File: config.mk
export PLATFORM = sky130hd
export DESIGN_NAME = multicycle_control_unit
export DESIGN_NICKNAME = d
export VERILOG_FILES = /design/src/rtl/multicycle_control_unit.sv
export SDC_FILE = /design/constraint.sdc
export NUM_CORES = 1
export LEC_CHECK = 0
export ABC_CLOCK_PERIOD_IN_PS = 4000
export CORE_ASPECT_RATIO = 1.2
export CORE_UTILIZATION = 55
export CTS_CLUSTER_SIZE = 8
export DETAILED_ROUTE_END_ITERATION = 16
export DONT_BUFFER_PORTS = 1
export GPL_TIMING_DRIVEN = 0
export PLACE_DENSITY = 0.7
export SYNTH_ARGS = -nofsm -noshare
export SYNTH_HDL_FRONTEND = slang
export SYNTH_SLANG_ARGS = --single-unit
File: constraint.sdc
create_clock -name main_clock -period 4 [get_ports main_clock]
set_clock_uncertainty 0.2 [all_clocks]
set_input_delay 0.4 -clock main_clock [delete_from_list [all_inputs] [get_ports main_clock]]
set_output_delay 0.4 -clock main_clock [all_outputs]
set_load 0.02 [all_outputs]
File: src/rtl/multicycle_control_unit.sv
// Registered, handshaked MIPS control decoder with a divide-latency interlock.
// Optional DIV_DONE_EN adds a div_done input that ends the divide early.
module multicycle_control_unit #(
    parameter int ALUOP_W     = 4,
    parameter int DIV_LATENCY = 32
) (
    input  logic               main_clock,
    input  logic               reset,
    input  logic               inst_valid,
    input  logic [5:0]         opCode,
    input  logic [5:0]         func,
`ifdef DIV_DONE_EN
    input  logic               div_done,
`endif
    output logic               inst_ready,
    output logic               stall,
    output logic               ctrl_valid,
    output logic [ALUOP_W-1:0] ALUop,
    output logic               ALUsrc,
    output logic               Rtype,
    output logic               regDst,
    output logic               branch,
    output logic               j,
    output logic               jr,
    output logic               memRead,
    output logic               memToReg,
    output logic               memWrite,
    output logic               regWrite,
    output logic               shmt,
    output logic               mohi,
    output logic               molo,
    output logic               illegal,
    output logic               div_start,
    output logic               div_busy
);

    localparam int CNT_W = $clog2(DIV_LATENCY + 1);

    typedef struct packed {
        logic [ALUOP_W-1:0] aluOp;
        logic               aluSrc;
        logic               rType;
        logic               regDst;
        logic               branch;
        logic               j;
        logic               jr;
        logic               memRead;
        logic               memToReg;
        logic               memWrite;
        logic               regWrite;
        logic               shmt;
        logic               mohi;
        logic               molo;
        logic               illegal;
        logic               divStart;
    } ctrl_t;

    typedef enum logic {IDLE, BUSY} state_t;

    function automatic logic [ALUOP_W-1:0] aluCode(input logic [3:0] code);
        return ALUOP_W'(code);
    endfunction

    ctrl_t            dec, ctrlReg;
    logic             ctrlValidReg;
    logic             isDiv, isMfhi, isMflo;
    logic             accept;
    logic             earlyDone;
    state_t           state, stateNext;
    logic [CNT_W-1:0] cnt, cntNext;

`ifdef DIV_DONE_EN
    assign earlyDone = div_done;
`else
    assign earlyDone = 1'b0;
`endif

    always_comb begin
        dec    = '0;
        isDiv  = 1'b0;
        isMfhi = 1'b0;
        isMflo = 1'b0;
        case (opCode)
            6'h00: begin
                dec.rType    = 1'b1;
                dec.regDst   = 1'b1;
                dec.regWrite = 1'b1;
                case (func)
                    6'h20: dec.aluOp = aluCode(4'h0);
                    6'h22: dec.aluOp = aluCode(4'h1);
                    6'h24: dec.aluOp = aluCode(4'h4);
                    6'h25: dec.aluOp = aluCode(4'h5);
                    6'h26: dec.aluOp = aluCode(4'h6);
                    6'h04: dec.aluOp = aluCode(4'h9);
                    6'h00: begin
                        dec.aluOp = aluCode(4'h9);
                        dec.shmt  = 1'b1;
                    end
                    6'h06: dec.aluOp = aluCode(4'hA);
                    6'h07: dec.aluOp = aluCode(4'hB);
                    6'h1A: begin
                        dec.aluOp    = aluCode(4'h3);
                        dec.divStart = 1'b1;
                        dec.regWrite = 1'b0;
                        isDiv        = 1'b1;
                    end
                    6'h10: begin
                        dec.aluOp = aluCode(4'hF);
                        dec.mohi  = 1'b1;
                        isMfhi    = 1'b1;
                    end
                    6'h12: begin
                        dec.aluOp = aluCode(4'hF);
                        dec.molo  = 1'b1;
                        isMflo    = 1'b1;
                    end
                    6'h08: begin
                        dec.aluOp    = aluCode(4'hF);
                        dec.jr       = 1'b1;
                        dec.regWrite = 1'b0;
                    end
                    default: begin
                        dec         = '0;
                        dec.illegal = 1'b1;
                    end
                endcase
            end
            6'h08: begin
                dec.aluOp    = aluCode(4'hC);
                dec.aluSrc   = 1'b1;
                dec.regWrite = 1'b1;
            end
            6'h0A: begin
                dec.aluOp    = aluCode(4'h2);
                dec.aluSrc   = 1'b1;
                dec.regWrite = 1'b1;
            end
            6'h23: begin
                dec.aluOp    = aluCode(4'h0);
                dec.aluSrc   = 1'b1;
                dec.memRead  = 1'b1;
                dec.memToReg = 1'b1;
                dec.regWrite = 1'b1;
            end
            6'h2B: begin
                dec.aluOp    = aluCode(4'h0);
                dec.aluSrc   = 1'b1;
                dec.memWrite = 1'b1;
            end
            6'h05: begin
                dec.aluOp  = aluCode(4'h7);
                dec.aluSrc = 1'b1;
                dec.branch = 1'b1;
            end
            6'h02: begin
                dec.aluOp = aluCode(4'hF);
                dec.j     = 1'b1;
            end
            default: dec.illegal = 1'b1;
        endcase
    end

    // Only instructions touching HI/LO wait on the divider; everything else flows.
    assign div_busy   = (state == BUSY);
    assign inst_ready = ~(div_busy & (isDiv | isMfhi | isMflo));
    assign stall      = inst_valid & ~inst_ready;
    assign accept     = inst_valid & inst_ready;

    always_ff @(posedge main_clock) begin
        if (reset) begin
            ctrlReg      <= '0;
            ctrlValidReg <= 1'b0;
        end else begin
            ctrlReg      <= accept ? dec : '0;
            ctrlValidReg <= accept;
        end
    end

    always_ff @(posedge main_clock) begin
        if (reset) begin
            state <= IDLE;
            cnt   <= '0;
        end else begin
            state <= stateNext;
            cnt   <= cntNext;
        end
    end

    // Counter holds the remaining busy cycles including the current one.
    always_comb begin
        stateNext = state;
        cntNext   = cnt;
        case (state)
            IDLE: begin
                if (accept && isDiv) begin
                    stateNext = BUSY;
                    cntNext   = CNT_W'(DIV_LATENCY);
                end
            end
            BUSY: begin
                if (earlyDone || cnt <= CNT_W'(1)) begin
                    stateNext = IDLE;
                    cntNext   = '0;
                end else begin
                    cntNext = cnt - CNT_W'(1);
                end
            end
            default: begin
                stateNext = IDLE;
                cntNext   = '0;
            end
        endcase
    end

    assign ctrl_valid = ctrlValidReg;
    assign ALUop      = ctrlReg.aluOp;
    assign ALUsrc     = ctrlReg.aluSrc;
    assign Rtype      = ctrlReg.rType;
    assign regDst     = ctrlReg.regDst;
    assign branch     = ctrlReg.branch;
    assign j          = ctrlReg.j;
    assign jr         = ctrlReg.jr;
    assign memRead    = ctrlReg.memRead;
    assign memToReg   = ctrlReg.memToReg;
    assign memWrite   = ctrlReg.memWrite;
    assign regWrite   = ctrlReg.regWrite;
    assign shmt       = ctrlReg.shmt;
    assign mohi       = ctrlReg.mohi;
    assign molo       = ctrlReg.molo;
    assign illegal    = ctrlReg.illegal;
    assign div_start  = ctrlReg.divStart;

endmodule

==> flow_summary.json <==
{
  "hpwlAfterDp_um": 2270,
  "grt_max_degree": 16,
  "insertion_delay_ps": 320,
  "hp-class": "input pin to register",
  "synthesis.nets": 183,
  "critPathArrivalTime_ps": 1700,
  "drt_first_pass_iters": 4,
  "mostFrequentLayoutCells": "25 x dfxtp_1, 12 x nor2_1, 10 x nand2_1",
  "finalHoldViolations": 0,
  "antenna_found_initial": 0,
  "irDropWorstVdd_uv": 205,
  "p_per_area_mw_per_mm2": 284,
  "ant_nets": 0,
  "dieArea_sq_mm": 0.00274,
  "ys.warnings.count": 0,
  "finalCriticalPeriod_ps": 2300,
  "synth_area_sq_mm": 0.00139,
  "max_clock_freq_ghz": 0.434,
  "crit_type": "register to output port",
  "start_util_pct": 59.2,
  "maxSlewViolCount": 0,
  "max-clock-path-buffers": 2,
  "place_congestion": 0.827,
  "yosysTopAreaCell": "dfxtp_1",
  "synthTopCellsByArea": "dfxtp_1 36%, nor2_1 3.2%, a21oi_1 2.9%",
  "cp-start-kind": "register",
  "portBuffers": 0,
  "status": "finished, final reports clean",
  "fillerInstances": 216,
  "die_y_um": 57.1,
  "cp_max_fo": 9,
  "nets": 189,
  "hold_ws_ps": 10.3,
  "drcViolationCount": 0,
  "grt_overflow": 0,
  "via_count": 1270,
  "synth-seq-cells": 25,
  "h-tree-depth": 1,
  "postCtsSetupBuffers": 0,
  "final_common_cell": "dfxtp_1",
  "totalWireLength_um": 3050,
  "wl_per_cell_um": 15.1,
  "drive_above_1_share_pct": 11.1,
  "fin_tns_setup_ps": 0,
  "grt_pass1_vias": 1146,
  "final_cell_area_sq_mm": 0.00147,
  "cts.sinks": 25,
  "end_kind": "output port",
  "largest_reg_flops": 6,
  "path_clk_slew_ps": 140,
  "rsz0062_at_grt": "false",
  "cellLeakagePower_uw": 0.000525,
  "num_rows": 19,
  "via_per_inst": 6.29,
  "drt_iter0_drc": 53,
  "async_flop_share_pct": 0,
  "antennaDiodeCount": 0,
  "synth.avg_cell_area_sq_um": 8.40,
  "ys_seq_area_share_pct": 35.9,
  "utilization_pct": 62.6,
  "worst_pin_slew_ps": 534,
  "pin_count": 38,
  "grt_pass1_wl_um": 4890,
  "synthToLayoutAreaGrowth_pct": 5.66,
  "synth_edf_count": 0,
  "crit_required_ps": 3400,
  "dpl_cell_area_sq_mm": 0.00143,
  "die_width_um": 48.0,
  "period_share_pct": 57.6,
  "ys.flop_type": "dfxtp_1",
  "yosysTopAreaCellShare_pct": 35.9,
  "maxCapViolations": 0,
  "setup_violations": 0,
  "synthCells": 166,
  "cts_tree": "built",
  "core_sq_mm": 0.00235,
  "cts-root-buf": "clkbuf_4",
  "grt_usage_pct": 24.5,
  "p_total_uw": 418,
  "slew_headroom_pct": 63.9,
  "numCtsBuffers": 3,
  "largest-register": "cnt",
  "synth.distinct_cells": 51
}
## cell usage after synthesis, types with 2 or more instances
master,number
nand2_1,10
and3_1,2
nor2b_1,3
nor3_1,8
nor4b_1,4
a221oi_1,2
buf_2,4
nand2b_1,2
o21a_1,3
or3_1,4
inv_1,7
a31oi_1,4
nand3b_1,2
o21bai_1,2
o21ai_0,8
nand4_1,4
ha_1,2
o211a_1,2
buf_4,3
o211ai_1,2
nand3_1,3
dfxtp_1,25
o31ai_1,2
nor3b_1,2
and2_1,2
nor2_1,12
a21oi_1,8
clkbuf_1,7
a211oi_1,4
nand4bb_1,2
## power by group
group	switching [uW]	internal (uW)	leakage [uW]	total, uW
sequential	2.96	251	0.000202	254
clock	78.8	38.3	0.0000139	117
combinational	28.0	19.2	0.000310	47.2
total	110	308	0.000525	418
## critical path, cell delays in order, from the launching register on
cell and delay, ps:
dfxtp_1 470, clkbuf_1 330, and3_1 300, and3_2 270
## logic make-up after synthesis
| kind of cell | count (synthesis) | synth area share (%) |
|---|---|---|
| buf+inv | 21 | 6.82 |
| fa+ha+maj | 2 | 1.80 |
| mux | 1 | 0.718 |
| flops | 25 | 35.9 |
| compound gates | 46 | 23.2 |
| xor+xnor | 1 | 0.628 |
| simple gates | 70 | 30.9 |
## per-layer routing
layer | vias up | wire length, um | global-route usage, %
met5 | - | 0 | 0
met4 | 0 | 40 | 9.52
met3 | 5 | 236 | 5.38
met2 | 54 | 1410 | 37.1
met1 | 583 | 1370 | 33.3
li1 | 628 | - | -
## area by class of cell
| type | instances | area, sq um | share of cell area (%) |
|---|---|---|---|
| Buffer | 14 | 68.8 | 4.67 |
| Sequential cell | 25 | 500 | 34.0 |
| Timing Repair Buffer | 1 | 10.0 | 0.680 |
| Inverter | 7 | 26.3 | 1.78 |
| Clock buffer | 3 | 22.5 | 1.53 |
| Multi-Input combinational cell | 120 | 798 | 54.2 |
| Tap cell | 31 | 38.8 | 2.63 |
| Clock inverter | 1 | 7.51 | 0.510 |
## per-stage QoR
stage / std cells / setup WS (ps)
after floorplan: 166 / 1950
after global placement: 197 / 1830
after detailed placement: 197 / 1810
after CTS: 202 / 1690
after global routing: 202 / 1590
final: 202 / 1700
## final timing paths
kind / start / endpoint / slack (ps) / depth (start not counted)
worst min-delay path: opCode[1] / ALUop[1]$_SDFF_PP0_ / 10 / 2
worst max register to register: cnt[0]$_SDFFE_PP0P_ / cnt[1]$_SDFFE_PP0P_ / 2160 / 6
worst min register to register: cnt[4]$_SDFFE_PP0P_ / cnt[4]$_SDFFE_PP0P_ / 310 / 1
worst max-delay path: div_busy$_SDFF_PP0_ / stall / 1700 / 3
## timing repair
action                    4_1_cts  5_1_grt
hold endpoints to repair        1        0
hold buffers                    1        0
gates resized for setup         0        0
No activity file was read; power rests on OpenSTA's default activity.
